==> config.mk <==
export PLATFORM = sky130hd
export DESIGN_NAME = lc3b_cc_unit_flat
export DESIGN_NICKNAME = d
export VERILOG_FILES = /design/src/rtl/lc3b_cc_unit_if.sv /design/src/rtl/lc3b_cc_unit.sv /design/src/flat_wrapper.sv
export SDC_FILE = /design/constraint.sdc
export NUM_CORES = 1
export LEC_CHECK = 0
export CORE_AREA = 2 2 39 41
export CTS_CLUSTER_DIAMETER = 40
export DETAILED_ROUTE_END_ITERATION = 16
export DIE_AREA = 0 0 41 43
export PLACE_DENSITY = 0.85
export SKIP_CTS_REPAIR_TIMING = 1
export SLEW_MARGIN = 20
export SYNTH_ARGS = -nofsm -noshare
export SYNTH_HDL_FRONTEND = slang
export SYNTH_SLANG_ARGS = --single-unit
==> constraint.sdc <==
create_clock -name i_clk -period 2.29 [get_ports i_clk]
set_input_delay 0.5725 -clock i_clk [delete_from_list [all_inputs] [get_ports i_clk]]
set_output_delay 0.5725 -clock i_clk [all_outputs]
set_load 0.02 [all_outputs]
==> src/rtl/lc3b_cc_unit_if.sv <==
// lc3b_cc_unit_if: bundles the condition-code unit's producer and consumer
// signals.
//   slave  modport - seen by lc3b_cc_unit
//   master modport - seen by the issue/writeback/branch side
// Signals:
//   issue_valid   : a CC-writing instruction requests issue
//   issue_ready   : the pending tracker can accept an issue
//   wb_valid      : a CC-writing result is written back
//   wb_data       : result word being written back
//   flush         : squash all in-flight CC writers
//   nzp_cc        : architectural one-hot {n,z,p} condition codes
//   cc_ready      : no CC writer pending, so nzp_cc is final
//   err_underflow : sticky writeback-without-pending error
interface lc3b_cc_unit_if;
    logic        issue_valid;
    logic        issue_ready;
    logic        wb_valid;
    logic [15:0] wb_data;
    logic        flush;
    logic [2:0]  nzp_cc;
    logic        cc_ready;
    logic        err_underflow;

    modport slave (
        input  issue_valid, wb_valid, wb_data, flush,
        output issue_ready, nzp_cc, cc_ready, err_underflow
    );

    modport master (
        output issue_valid, wb_valid, wb_data, flush,
        input  issue_ready, nzp_cc, cc_ready, err_underflow
    );
endinterface

==> src/rtl/lc3b_cc_unit.sv <==
// lc3b_cc_unit: LC-3b condition-code producer.
// Classifies each accepted writeback word as n/z/p, holds the architectural
// nzp register and counts in-flight CC-writing instructions so branch logic
// knows when the codes are final.
// Ports:
//   i_clk  : clock, rising edge
//   i_rst  : asynchronous active-high reset
//   io_cc  : lc3b_cc_unit_if.slave (issue / writeback / flush / outputs)
// Parameter:
//   MAX_PENDING : maximum in-flight CC writers, 1..7
module lc3b_cc_unit #(
    parameter int MAX_PENDING = 3
) (
    input  logic           i_clk,
    input  logic           i_rst,
    lc3b_cc_unit_if.slave  io_cc
);

    localparam int PW = $clog2(MAX_PENDING + 1);
    localparam logic [PW-1:0] P_MAX = PW'(MAX_PENDING);
    localparam logic [PW-1:0] P_ONE = PW'(1);

    typedef enum logic [1:0] {
        S_IDLE = 2'd0,
        S_BUSY = 2'd1,
        S_FULL = 2'd2
    } state_t;

    state_t        r_state;
    state_t        w_state_next;
    logic [PW-1:0] r_pend;
    logic [PW-1:0] w_pend_next;
    logic [2:0]    r_nzp;
    logic [2:0]    w_class;
    logic          r_err;
    logic          w_issue_ready;
    logic          w_acc;
    logic          w_wba;
    logic          w_uflow;

    // Outputs decode registered state only; no input reaches them
    // combinationally, so a wba in FULL frees a slot one cycle later.
    assign w_issue_ready = (r_pend != P_MAX);

    assign w_acc   = io_cc.issue_valid & w_issue_ready & ~io_cc.flush;
    assign w_wba   = io_cc.wb_valid & (r_pend != '0);
    assign w_uflow = io_cc.wb_valid & (r_pend == '0);

    // Exactly one of n/z/p is produced for any word.
    always_comb begin
        w_class = 3'b001;
        if (io_cc.wb_data[15])
            w_class = 3'b100;
        else if (io_cc.wb_data == 16'h0000)
            w_class = 3'b010;
    end

    // Next-state / next-count. The state mirrors the counter range
    // (0, between, MAX) so it is updated alongside it. acc and wba
    // together cancel and leave both untouched.
    always_comb begin
        w_pend_next  = r_pend;
        w_state_next = r_state;
        if (io_cc.flush) begin
            w_pend_next  = '0;
            w_state_next = S_IDLE;
        end else if (w_acc && !w_wba) begin
            w_pend_next  = r_pend + P_ONE;
            w_state_next = (r_pend == P_MAX - P_ONE) ? S_FULL : S_BUSY;
        end else if (w_wba && !w_acc) begin
            w_pend_next  = r_pend - P_ONE;
            w_state_next = (r_pend == P_ONE) ? S_IDLE : S_BUSY;
        end
    end

    always_ff @(posedge i_clk or posedge i_rst) begin
        if (i_rst) begin
            r_state <= S_IDLE;
            r_pend  <= '0;
        end else begin
            r_state <= w_state_next;
            r_pend  <= w_pend_next;
        end
    end

    // A wba in a flush cycle still loads the codes: that instruction is
    // older than the flush point.
    always_ff @(posedge i_clk or posedge i_rst) begin
        if (i_rst) begin
            r_nzp <= 3'b010;
            r_err <= 1'b0;
        end else begin
            if (w_wba)
                r_nzp <= w_class;
            if (w_uflow)
                r_err <= 1'b1;
        end
    end

    assign io_cc.issue_ready   = w_issue_ready;
    assign io_cc.cc_ready      = (r_state == S_IDLE);
    assign io_cc.nzp_cc        = r_nzp;
    assign io_cc.err_underflow = r_err;

endmodule
==> src/flat_wrapper.sv <==
// flat-port wrapper written by rule: the top's interface ports become plain ports
module lc3b_cc_unit_flat 
#(
    parameter int MAX_PENDING = 3
)
  (i_clk, i_rst, io_cc_issue_valid, io_cc_wb_valid, io_cc_wb_data, io_cc_flush, io_cc_issue_ready, io_cc_nzp_cc, io_cc_cc_ready, io_cc_err_underflow);
  lc3b_cc_unit_if io_cc_i ();
  input  logic i_clk;
  input  logic i_rst;
  input wire logic [$bits(io_cc_i.issue_valid)-1:0] io_cc_issue_valid;
  input wire logic [$bits(io_cc_i.wb_valid)-1:0] io_cc_wb_valid;
  input wire logic [$bits(io_cc_i.wb_data)-1:0] io_cc_wb_data;
  input wire logic [$bits(io_cc_i.flush)-1:0] io_cc_flush;
  output wire logic [$bits(io_cc_i.issue_ready)-1:0] io_cc_issue_ready;
  output wire logic [$bits(io_cc_i.nzp_cc)-1:0] io_cc_nzp_cc;
  output wire logic [$bits(io_cc_i.cc_ready)-1:0] io_cc_cc_ready;
  output wire logic [$bits(io_cc_i.err_underflow)-1:0] io_cc_err_underflow;
  assign io_cc_i.issue_valid = io_cc_issue_valid;
  assign io_cc_i.wb_valid = io_cc_wb_valid;
  assign io_cc_i.wb_data = io_cc_wb_data;
  assign io_cc_i.flush = io_cc_flush;
  assign io_cc_issue_ready = io_cc_i.issue_ready;
  assign io_cc_nzp_cc = io_cc_i.nzp_cc;
  assign io_cc_cc_ready = io_cc_i.cc_ready;
  assign io_cc_err_underflow = io_cc_i.err_underflow;
  lc3b_cc_unit #(.MAX_PENDING(MAX_PENDING)) u_core (.i_clk(i_clk), .i_rst(i_rst), .io_cc(io_cc_i));
endmodule
Word level (Yosys, flattened, before mapping):

Index checks and enable logic that the tools add are counted.
Widths: inputs -> output; s select.

* bits in registers: 8
* bits in latches: 0
* memory bits (writable): 0
* memory bits (read-only): 0
* input port bits: 21
* output and inout bits: 6
* word-level logic and storage cells: 33
* memories kept: 0

* add/subtract/negate cells: 2
* multipliers: 0
* divide/modulo/power cells: 0
* order comparisons: 0
* eq/ne operators: 3
* shifts and indexed selects: 0
* mux-type cells: 10
* bitwise operators: 5
* reduce and logical (&&, ||, !) cells: 9

Operator list (number)
* $logic_not 16->1: 1
* $mux 2: 8
* $and 1x1->1: 4
* $logic_not 2->1: 2
* $mux 3: 1
* $reduce_bool 3->1: 1
* $add 2x1->2 const B: 1
* $eq 2x1->1 const B: 1
* $eq 2x2->1 const B: 1
* $logic_and 1x1->1: 2
* $logic_not 1->1: 2
* $ne 2x2->1 const B: 1
* $reduce_bool 2->1: 1
* $sub 2x1->2 const B: 1
* $mux 1: 1
* $not 1->1: 1

Longest topological paths before layout:

Gate-level depths: netlist of the first run.

* depth in word-level cells: 8
* gate-level depth with buffers: 7
* depth with buffers taken out: 6

Least setup slack after synthesis of the first run:

OpenSTA, ideal clock, no wires.

* path kind: flip-flop to flip-flop
* from: register u_core.r_pend[0]
* to: register u_core.r_state[0]
* setup time: 73 ps
* arrival time: 1459 ps
* required time: 2217 ps
* setup slack: 758 ps
* stages on the path, launching flop included: 8
* path buffers: 1
* clock period less this slack: 1532 ps
* cell sequence: dfrtp_1 -> inv_1 -> ha_1 -> nand2b_4 -> buf_6 -> or2_4 -> o22a_1 -> a21oi_2

* cells in the longest elaborated chain, start to end: 6
* elaborated cells on any way between the ends: 17
* those cells by class: 3 x eq/ne; 5 x mux; 3 x bitwise; 6 x reduce/logical

RTL lines
* start, declared: RTL line lc3b_cc_unit.sv:31 `logic [PW-1:0] r_pend;`
* start signal, assigned: RTL line lc3b_cc_unit.sv:82 `r_pend <= w_pend_next;`
* $ne 2x2->1 or $reduce_bool 2->1 (tied branches): RTL line lc3b_cc_unit.sv:43, lc3b_cc_unit.sv:46
* $and 1x1->1 (on tied branches): RTL line lc3b_cc_unit.sv:45, lc3b_cc_unit.sv:46
* $and 1x1->1 or $logic_not 1->1 (tied branches): RTL line lc3b_cc_unit.sv:45, lc3b_cc_unit.sv:67
* $logic_and 1x1->1 or $logic_not 1->1 (tied branches): RTL line lc3b_cc_unit.sv:67, lc3b_cc_unit.sv:70
* $mux 2 or $logic_and 1x1->1 (tied branches): RTL line lc3b_cc_unit.sv:67, lc3b_cc_unit.sv:70
* $mux 2 or $reduce_bool 3->1 (tied branches)
* end signal, assigned: RTL line lc3b_cc_unit.sv:81 `r_state <= w_state_next;`
* end, declared: RTL line lc3b_cc_unit.sv:29 `state_t r_state;`

Several ways; a longest one is shown, not always the timed one. The select of a mux whose other input is x is not followed.
A chain may end at the register's enable or synchronous reset.

Final worst setup path of the first run:

* from: register u_core.r_pend[1]
* to: output port io_cc_issue_ready

* cells in the longest elaborated chain, start to end: 1

RTL lines
* $ne 2x2->1: RTL line lc3b_cc_unit.sv:43 `assign w_issue_ready = (r_pend != P_MAX);`
* end, declared: RTL line flat_wrapper.sv:14 `output wire logic [$bits(io_cc_i.issue_ready)-1:0] io_cc_issue_ready;`

Every way passes these cells.

==> results.py, run 1 <==
metrics = {
    "status": {
        "run_status": "finished clean",
    },
    "die": {
        "placementRows": 14,
        "chipHeight_um": 43,
        "i_o_pin_count": 27,
        "coreArea_um2": 1384,
        "die_width_um": 41,
        "floorplan.die_area_um2": 1763,
        "floorplan.initialDensity_pct": 34.72,
    },
    "clocking": {
        "clock_root_cell": "sky130_fd_sc_hd__clkbuf_4",
        "cts_made_buffers": 3,
        "htree_num_levels": 1,
        "clkSlewWorstSetupHoldPaths_ns": 0.06,
        "cts-root-to-sink-buffers": 2,
        "clk-insertion-delay-late_ns": 0.25,
        "clock-sinks": 8,
        "cts_tree": "built",
    },
    "cells_and_area": {
        "layout_commonest_cell": "sky130_fd_sc_hd__clkdlybuf4s50_1",
        "layout_area_overhead_pct": 61.46,
        "final_design_area_no_fill_um2": 775.7,
        "seqCellArea_um2": 201.4,
        "final_layout_size_suffix_gt1_share_pct": 14.29,
        "finalNonFillerCells": 93,
        "multiInputGateArea_um2": 249.0,
        "mostFrequentLayoutCells": "sky130_fd_sc_hd__clkdlybuf4s50_1, sky130_fd_sc_hd__dfrtp_1, sky130_fd_sc_hd__inv_1",
        "final_net_count": 103,
        "antenna-diode-count": 0,
        "fillerInstances": 133,
    },
    "hold_path": {
        "hold_path_class": "flop to flop",
        "timing.hold.worst_path_depth": 1,
    },
    "placement": {
        "dp_worst_setup_slack_ns": 0.3041,
        "finalWeightedCongestion": 0.7791,
        "placed_cells": 89,
        "port-buffer-count": 26,
        "dpl_cell_area_um2": 749.5,
    },
    "synthesis": {
        "synth-edff-count": 0,
        "postSynthNetCount": 73,
        "synth_compound_area_share_pct": 17.45,
        "yosys_warnings": 0,
        "postSynth.topFlopCell": "sky130_fd_sc_hd__dfrtp_1",
        "asyncSetResetFlopFracSynth_pct": 100.0,
        "ys_ff_latch": 8,
        "yosysSeqAreaShare_pct": 41.93,
        "synth_adder_area_share_pct": 10.42,
        "synth.area.mux_share_pct": 2.344,
        "synth_xor_xnor_area_share_pct": 0,
        "syn_avg_cell_area_um2": 10.01,
        "synth.lib_cells_used.distinct": 23,
        "post_synth_instance_area_um2": 480.5,
        "largest_family_of_logic_cells_by_synthesized_area": "simple AND/OR/NAND/NOR gates",
        "synthSimpleGateAreaFrac_pct": 21.61,
        "postSynthCellCount": 48,
    },
    "grt": {
        "number_of_antenna_violations_at_the_first_check_in_global_routing": 0,
        "grt.total_usage_pct": 14.31,
        "grt-ovfl-total": 0,
        "first_global_vias": 423,
        "wire_length_of_the_first_global_routing_pass_um": 1780,
        "grt_start_max_net_pins": 11,
    },
    "pwr": {
        "static-leakage-power_nw": 0.3215,
        "vdd_ir_drop_max_mv": 0.3810,
        "cellPowerDensity_nw_per_um2": 783.8,
    },
    "detailed_routing": {
        "routed_wire_length_per_instance_um": 12.35,
        "postRouteWirelength_um": 1149,
        "viasPerCell": 4.774,
        "drt_first_pass_iters": 4,
        "drt_first_iter_violations": 5,
        "antenna_violating_nets_post_route": 0,
        "vias": 444,
        "drt_drc_violations_left": 0,
    },
    "timing": {
        "maxSlewHeadroom_pct": 79.50,
        "finalSetupTns_ns": 0,
        "finalClockSkew_ns": 0.002038,
        "final_max_slew_viol_count": 0,
        "fmaxAchievable_ghz": 0.4695,
        "final-setup-viol-count": 0,
        "finalCritPeriodShare_pct": 93.01,
        "final.min_clock_period_ns": 2.130,
        "postLayoutSetupSlackWorst_ns": 0.1601,
        "worst_hold_slack_ns": 0.4635,
        "timing_hold_violations_final": 0,
        "tightestPinTransition_ns": 0.3072,
        "unrepaired_setup_endpoints_after_global_routing": "false",
    },
    "worst_setup_path": {
        "reg2reg_setup_slack_ns": 0.65,
        "reg2regPathDepth": 5,
        "critPathLaunchType": "flop",
        "critPathKind": "flop to primary output",
        "worst_setup_path_end_kind": "primary output",
        "required_ns": 1.72,
        "arrival_ns": 1.56,
        "worstPathMaxFanout": 5,
    },
    "flow_run": {
        "drv_cap": 0,
    },
}
[worst max-delay path, stage by stage, from the launching register on]
cell and delay, ns:
sky130_fd_sc_hd__dfrtp_1 0.44, sky130_fd_sc_hd__ha_1 0.22, sky130_fd_sc_hd__inv_1 0.06, sky130_fd_sc_hd__clkdlybuf4s50_1 0.59
[path summary, 6_finish.rpt]
| path | from | end |
|---|---|---|
| min | u_core.io_cc.err_underflow$_DFFE_PP0P_ | u_core.io_cc.err_underflow$_DFFE_PP0P_ |
| max in group asynchronous | i_rst | u_core.io_cc.nzp_cc[1]$_DFFE_PP1P_ |
| min reg2reg | u_core.io_cc.err_underflow$_DFFE_PP0P_ | u_core.io_cc.err_underflow$_DFFE_PP0P_ |
| min in group asynchronous | i_rst | u_core.io_cc.nzp_cc[0]$_DFFE_PP0P_ |
| max reg2reg | u_core.r_pend[1]$_DFFE_PP0P_ | u_core.r_pend[1]$_DFFE_PP0P_ |
| max | u_core.r_pend[1]$_DFFE_PP0P_ | io_cc_issue_ready |
[flip-flops by register name, summed over array words and instances (netlist names)]
register                    flops
u_core.io_cc.nzp_cc             3
u_core.io_cc.err_underflow      1
u_core.r_state                  2
u_core.r_pend                   2
[per-stage QoR]
| stage | util (%) | total power, mW |
|---|---|---|
| after floorplan | - | 0.3827 |
| after global placement | 54.16 | 0.4786 |
| after detailed placement | 54.16 | 0.4928 |
| after CTS | 56.06 | 0.6117 |
| after global routing | 56.06 | 0.6435 |
| final | 56.06 | 0.6080 |
[layer usage]
layer  up-vias  share of wire [%]  track usage (%)  wire (um)
met5         -                  0                0          0
met4         0               0.70            4.000          8
met3         2                3.7            3.141         42
met2         9                 54            24.69        625
met1       205                 41            16.67        473
li1        228                  -                -          -
[where the power goes]
| group | leakage (nW) | internal (mW) | switching [mW] |
|---|---|---|---|
| clock network | 0.0150 | 0.0668 | 0.0501 |
| logic | 0.211 | 0.153 | 0.133 |
| registers | 0.0953 | 0.176 | 0.0293 |
| total | 0.322 | 0.396 | 0.212 |
[Yosys cell counts, types with 2 or more instances]
cell type | n | area (um^2)
sky130_fd_sc_hd__dfrtp_1 | 7 | 175.2
sky130_fd_sc_hd__inv_1 | 5 | 18.77
sky130_fd_sc_hd__ha_1 | 4 | 50.05
sky130_fd_sc_hd__nand2_1 | 4 | 15.01
sky130_fd_sc_hd__nor4_1 | 4 | 25.02
sky130_fd_sc_hd__a21oi_1 | 3 | 15.01
sky130_fd_sc_hd__nor2_1 | 3 | 11.26
sky130_fd_sc_hd__a21o_2 | 2 | 17.52
sky130_fd_sc_hd__nand3_1 | 2 | 10.01
[cell families (layout without fill, tap and decap cells)]
kind of cell | count (synthesis) | count (layout)
buf+inv | 6 | 35
flops | 8 | 8
fa+ha+maj | 4 | 4
simple gates | 18 | 18
mux | 1 | 1
compound gates | 11 | 11
[area by class of cell]
type	count	area share (%)
clock buffers	4	3.387
well taps	16	2.581
repair buffers	26	33.55
inverters	5	2.419
flip-flops and latches	8	25.97
multi-input cells	34	32.10
Power figures use the tool's default switching activity.
==> run 2, diff against run 1 <==
REMOVE_ABC_BUFFERS = 1   (was not set)
SKIP_CTS_REPAIR_TIMING = not set   (was 1)
==> results.py, run 2 (same netlist as run 1, synthesis figures left out) <==
metrics = {
    "status": {
        "run_status": "finished clean",
    },
    "cells_and_area": {
        "fillerInstances": 124,
        "seqCellArea_um2": 201.4,
        "final_core_util_pct": 56.06,
        "antenna-diode-count": 0,
        "final_net_count": 103,
        "mostFrequentLayoutCells": "sky130_fd_sc_hd__clkdlybuf4s50_1, sky130_fd_sc_hd__dfrtp_1, sky130_fd_sc_hd__inv_1",
        "final_layout_size_suffix_gt1_share_pct": 14.29,
        "layout_area_overhead_pct": 61.46,
        "multiInputGateArea_um2": 249.0,
        "layout_commonest_cell": "sky130_fd_sc_hd__clkdlybuf4s50_1",
        "largest_reg_flops": 3,
    },
    "grt": {
        "grt.total_usage_pct": 18.19,
        "wire_length_of_the_first_global_routing_pass_um": 2083,
        "grt-ovfl-total": 0,
        "first_global_vias": 514,
        "grt_start_max_net_pins": 11,
        "number_of_antenna_violations_at_the_first_check_in_global_routing": 0,
    },
    "pwr": {
        "total_power_mw": 0.6129,
        "vdd_ir_drop_max_mv": 0.3249,
        "static-leakage-power_nw": 0.3215,
        "cellPowerDensity_nw_per_um2": 790.1,
    },
    "worst_setup_path": {
        "r2r_end": "u_core.r_pend[1]$_DFFE_PP0P_",
        "timing.critical_path.from": "u_core.r_pend[0]$_DFFE_PP0P_",
        "reg2regPathDepth": 5,
        "critical_path.endpoint": "io_cc_issue_ready",
        "arrival_ns": 1.55,
        "reg2reg_setup_slack_ns": 0.68,
        "cp_slowest_stage_delay_ns": 0.59,
        "worst-path-buf-inv": 2,
        "worstPathCellList": "ha_1 -> inv_1 -> clkdlybuf4s50_1",
        "critPathLaunchType": "flop",
        "regToRegStartpoint": "u_core.r_pend[0]$_DFFE_PP0P_",
        "critPathSlowestCell": "sky130_fd_sc_hd__clkdlybuf4s50_1",
        "worst-path-stages": 3,
        "worst_setup_path_end_kind": "primary output",
        "critical_path.top_delay_family": "buffers and inverters",
        "critPathKind": "flop to primary output",
        "required_ns": 1.72,
        "worstPathMaxFanout": 5,
    },
    "clocking": {
        "ctsHoldBuffers": 0,
        "clk-insertion-delay-late_ns": 0.26,
        "cts_made_buffers": 3,
        "cts.repair_timing.setup_buffer_count": 0,
        "cts_tree": "built",
        "post_cts_resized": 0,
        "htree_num_levels": 1,
        "clkSlewWorstSetupHoldPaths_ns": 0.06,
        "clock_root_cell": "sky130_fd_sc_hd__clkbuf_4",
        "clock-sinks": 8,
        "cts-root-to-sink-buffers": 2,
    },
    "die": {
        "chipHeight_um": 43,
        "i_o_pin_count": 27,
        "placementRows": 14,
        "floorplan.initialDensity_pct": 34.72,
        "floorplan.die_area_um2": 1763,
        "die_width_um": 41,
        "coreArea_um2": 1384,
    },
    "placement": {
        "port-buffer-count": 26,
        "dp_worst_setup_slack_ns": 0.3077,
        "dp_hpwl_um": 1008,
        "finalWeightedCongestion": 0.7371,
    },
    "timing": {
        "postLayoutSetupSlackWorst_ns": 0.1640,
        "finalSetupTns_ns": 0,
        "finalCritPeriodShare_pct": 92.84,
        "timing_hold_violations_final": 0,
        "final_max_slew_viol_count": 0,
        "final-setup-viol-count": 0,
        "fmaxAchievable_ghz": 0.4704,
        "tightestPinTransition_ns": 0.3003,
        "worst_hold_slack_ns": 0.4593,
        "unrepaired_setup_endpoints_after_global_routing": "false",
        "maxSlewHeadroom_pct": 79.96,
        "finalClockSkew_ns": 0.008710,
        "final.min_clock_period_ns": 2.126,
    },
    "detailed_routing": {
        "drt_first_iter_violations": 4,
        "antenna_violating_nets_post_route": 0,
        "viasPerCell": 4.925,
        "drt_drc_violations_left": 0,
        "postRouteWirelength_um": 1182,
        "vias": 458,
        "routed_wire_length_per_instance_um": 12.71,
        "drt_first_pass_iters": 4,
    },
    "hold_path": {
        "hold_path_class": "flop to flop",
    },
    "flow_run": {
        "drv_cap": 0,
    },
}
## run 2: cell counts in the layout (fill, tap and decap cells not counted)
No cell type changed its count.
## run 2: per-layer routing
metal | part of all wire [%] | vias to the layer above | global-route usage [%] | wire length [um]
met2 | 59 | 20 | 30.31 | 700
met3 | 6.8 | 2 | 5.759 | 80
met4 | 0.68 | 0 | 10.00 | 8
met1 | 33 | 209 | 18.73 | 391
met5 | 0 | - | 0 | 0
li1 | - | 227 | - | -
## run 2: worst reg2reg max path: stages, from the launching register on
cell and delay [ns]:
sky130_fd_sc_hd__dfrtp_1 0.43, sky130_fd_sc_hd__ha_1 0.23, sky130_fd_sc_hd__nor2b_1 0.25, sky130_fd_sc_hd__nand2_1 0.20, sky130_fd_sc_hd__a211oi_1 0.28, sky130_fd_sc_hd__a311oi_1 0.09
## run 2: how the worst min path moves through the flow
stage | from | end | slack (ns) | cells past startpoint
3_3_place_gp | u_core.io_cc.err_underflow$_DFFE_PP0P_ | u_core.io_cc.err_underflow$_DFFE_PP0P_ | 0.44 | 1
5_1_grt | u_core.io_cc.err_underflow$_DFFE_PP0P_ | u_core.io_cc.err_underflow$_DFFE_PP0P_ | 0.48 | 1
2_1_floorplan | i_rst | u_core.io_cc.err_underflow$_DFFE_PP0P_ | 0.39 | 1
3_5_place_dp | u_core.io_cc.err_underflow$_DFFE_PP0P_ | u_core.io_cc.err_underflow$_DFFE_PP0P_ | 0.45 | 1
4_1_cts | u_core.io_cc.err_underflow$_DFFE_PP0P_ | u_core.io_cc.err_underflow$_DFFE_PP0P_ | 0.47 | 1
6_report | u_core.io_cc.err_underflow$_DFFE_PP0P_ | u_core.io_cc.err_underflow$_DFFE_PP0P_ | 0.46 | 1
## run 2: layout make-up
class	instances	share of cell area [%]
Tap cell	16	2.581
Sequential cell	8	25.97
Timing Repair Buffer	26	33.55
Clock buffer	4	3.387
Multi-Input combinational cell	34	32.10
Inverter	5	2.419
## run 2: report_power, final
group	total (mW)	leakage, nW	internal (mW)	switching [mW]
combinational	0.286	0.211	0.153	0.133
sequential	0.209	0.0953	0.176	0.0331
clock	0.117	0.0150	0.0668	0.0505
total	0.613	0.322	0.396	0.217
## run 2: metrics by stage
stage	std cells	area, um^2
3_3_place_gp	89	749.5
6_report	93	775.7
3_5_place_dp	89	749.5
5_1_grt	93	775.7
4_1_cts	93	775.7
2_1_floorplan	47	469.2
==> run 3, diff against run 2 <==
ABC_CLOCK_PERIOD_IN_PS = 2290   (was not set)
CORE_AREA = 4 4 41 43   (was 2 2 39 41)
DIE_AREA = 0 0 45 47   (was 0 0 41 43)
==> results.py, run 3 (same netlist as run 1, synthesis figures left out) <==
metrics = {
    "status": {
        "run_status": "finished clean",
    },
    "clocking": {
        "clkSlewWorstSetupHoldPaths_ns": 0.06,
        "cts_tree": "built",
        "clk-insertion-delay-late_ns": 0.25,
        "cts.repair_timing.setup_buffer_count": 0,
        "ctsHoldBuffers": 0,
        "htree_num_levels": 1,
        "cts-root-to-sink-buffers": 2,
        "clock-sinks": 8,
        "post_cts_resized": 0,
        "cts_made_buffers": 3,
        "clock_root_cell": "sky130_fd_sc_hd__clkbuf_4",
    },
    "grt": {
        "first_global_vias": 515,
        "grt-ovfl-total": 0,
        "grt.total_usage_pct": 13.46,
        "grt_start_max_net_pins": 11,
        "number_of_antenna_violations_at_the_first_check_in_global_routing": 0,
        "wire_length_of_the_first_global_routing_pass_um": 1994,
    },
    "placement": {
        "port-buffer-count": 26,
        "finalWeightedCongestion": 0.7955,
        "dpl_cell_area_um2": 748.2,
        "dp_hpwl_um": 996.8,
        "placed_cells": 88,
    },
    "cells_and_area": {
        "final_net_count": 103,
        "largest_reg_flops": 3,
        "mostFrequentLayoutCells": "sky130_fd_sc_hd__clkdlybuf4s50_1, sky130_fd_sc_hd__dfrtp_1, sky130_fd_sc_hd__inv_1",
        "final_layout_size_suffix_gt1_share_pct": 14.29,
        "antenna-diode-count": 0,
        "layout_commonest_cell": "sky130_fd_sc_hd__clkdlybuf4s50_1",
        "finalNonFillerCells": 92,
        "layout_area_overhead_pct": 61.20,
        "final_design_area_no_fill_um2": 774.5,
    },
    "detailed_routing": {
        "routed_wire_length_per_instance_um": 12.78,
        "antenna_violating_nets_post_route": 0,
        "vias": 476,
        "drt_drc_violations_left": 0,
        "viasPerCell": 5.174,
        "postRouteWirelength_um": 1176,
        "drt_first_pass_iters": 4,
        "drt_first_iter_violations": 6,
    },
    "timing": {
        "maxSlewHeadroom_pct": 78.53,
        "final.min_clock_period_ns": 2.124,
        "fmaxAchievable_ghz": 0.4709,
        "final-setup-viol-count": 0,
        "tightestPinTransition_ns": 0.3214,
        "timing_hold_violations_final": 0,
        "unrepaired_setup_endpoints_after_global_routing": "false",
        "finalSetupTns_ns": 0,
        "finalCritPeriodShare_pct": 92.74,
        "finalClockSkew_ns": 0.008131,
        "final_max_slew_viol_count": 0,
    },
    "die": {
        "placementRows": 13,
        "die_width_um": 45,
        "coreArea_um2": 1301,
        "floorplan.die_area_um2": 2115,
        "chipHeight_um": 47,
        "floorplan.initialDensity_pct": 36.92,
        "i_o_pin_count": 27,
    },
    "worst_setup_path": {
        "worstPathCellList": "ha_1 -> inv_1 -> clkdlybuf4s50_1",
        "critPathSlowestCell": "sky130_fd_sc_hd__clkdlybuf4s50_1",
        "worst-path-buf-inv": 2,
        "arrival_ns": 1.55,
        "required_ns": 1.72,
        "worstPathMaxFanout": 5,
        "critical_path.top_delay_family": "buffers and inverters",
        "cp_slowest_stage_delay_ns": 0.59,
        "critPathLaunchType": "flop",
        "worst_setup_path_end_kind": "primary output",
        "critPathKind": "flop to primary output",
    },
    "flow_run": {
        "drv_cap": 0,
    },
    "pwr": {
        "cellPowerDensity_nw_per_um2": 787.0,
        "static-leakage-power_nw": 0.3215,
        "vdd_ir_drop_max_mv": 0.3285,
    },
    "hold_path": {
        "hold_path_class": "flop to flop",
    },
}
## run 3: layer usage
layer | vias up | track usage (%) | share of wire (%) | wire length [um]
met3 | 2 | 4.598 | 12 | 141
met4 | 0 | 8.772 | 0.68 | 8
met2 | 24 | 25.14 | 52 | 608
li1 | 231 | - | - | -
met1 | 219 | 12.33 | 36 | 418
met5 | - | 0 | 0 | 0
## run 3: final timing paths
| path | from | to | slack, ns | depth (start not counted) |
|---|---|---|---|---|
| max | u_core.r_pend[0]$_DFFE_PP0P_ | io_cc_issue_ready | 0.17 | 3 |
| min | u_core.io_cc.err_underflow$_DFFE_PP0P_ | u_core.io_cc.err_underflow$_DFFE_PP0P_ | 0.46 | 1 |
| max reg2reg | u_core.r_pend[0]$_DFFE_PP0P_ | u_core.r_pend[1]$_DFFE_PP0P_ | 0.67 | 5 |
| min reg2reg | u_core.io_cc.err_underflow$_DFFE_PP0P_ | u_core.io_cc.err_underflow$_DFFE_PP0P_ | 0.46 | 1 |
| max in group asynchronous | i_rst | u_core.io_cc.nzp_cc[1]$_DFFE_PP1P_ | 1.42 | 2 |
| min in group asynchronous | i_rst | u_core.r_pend[1]$_DFFE_PP0P_ | 0.57 | 2 |
## run 3: where the power goes
| part | internal [mW] | switching [mW] | leakage (nW) |
|---|---|---|---|
| registers | 0.176 | 0.0298 | 0.0953 |
| clock network | 0.0668 | 0.0497 | 0.0150 |
| logic | 0.153 | 0.134 | 0.211 |
## run 3: worst register-to-register path, stage by stage, from the launching register on
cell                       delay (ns)
sky130_fd_sc_hd__dfrtp_1         0.43
sky130_fd_sc_hd__ha_1            0.23
sky130_fd_sc_hd__nor2b_1         0.28
sky130_fd_sc_hd__nand2_1         0.20
sky130_fd_sc_hd__a211oi_1        0.28
sky130_fd_sc_hd__a311oi_1        0.08
## run 3: final cells by class
| type | instances | area (um^2) |
|---|---|---|
| clock buffer | 4 | 26.28 |
| multi-input combinational | 34 | 249.0 |
| tap | 15 | 18.77 |
| sequential | 8 | 201.4 |
| timing repair buffer | 26 | 260.3 |
| fill | 116 | 526.8 |
| inverter | 5 | 18.77 |
## run 3: per-stage QoR
step / util (%) / power (mW) / worst slack (ns) / hold slack, ns
after global placement: 57.50 / 0.4827 / 0.3856 / 0.4497
after global routing: 59.52 / 0.6518 / 0.1102 / 0.4788
after floorplan: - / 0.3722 / 0.8327 / 0.3874
after detailed placement: 57.50 / 0.4940 / 0.3113 / 0.4495
after CTS: 59.52 / 0.6145 / 0.1501 / 0.4644
final: 59.52 / 0.6095 / 0.1663 / 0.4591
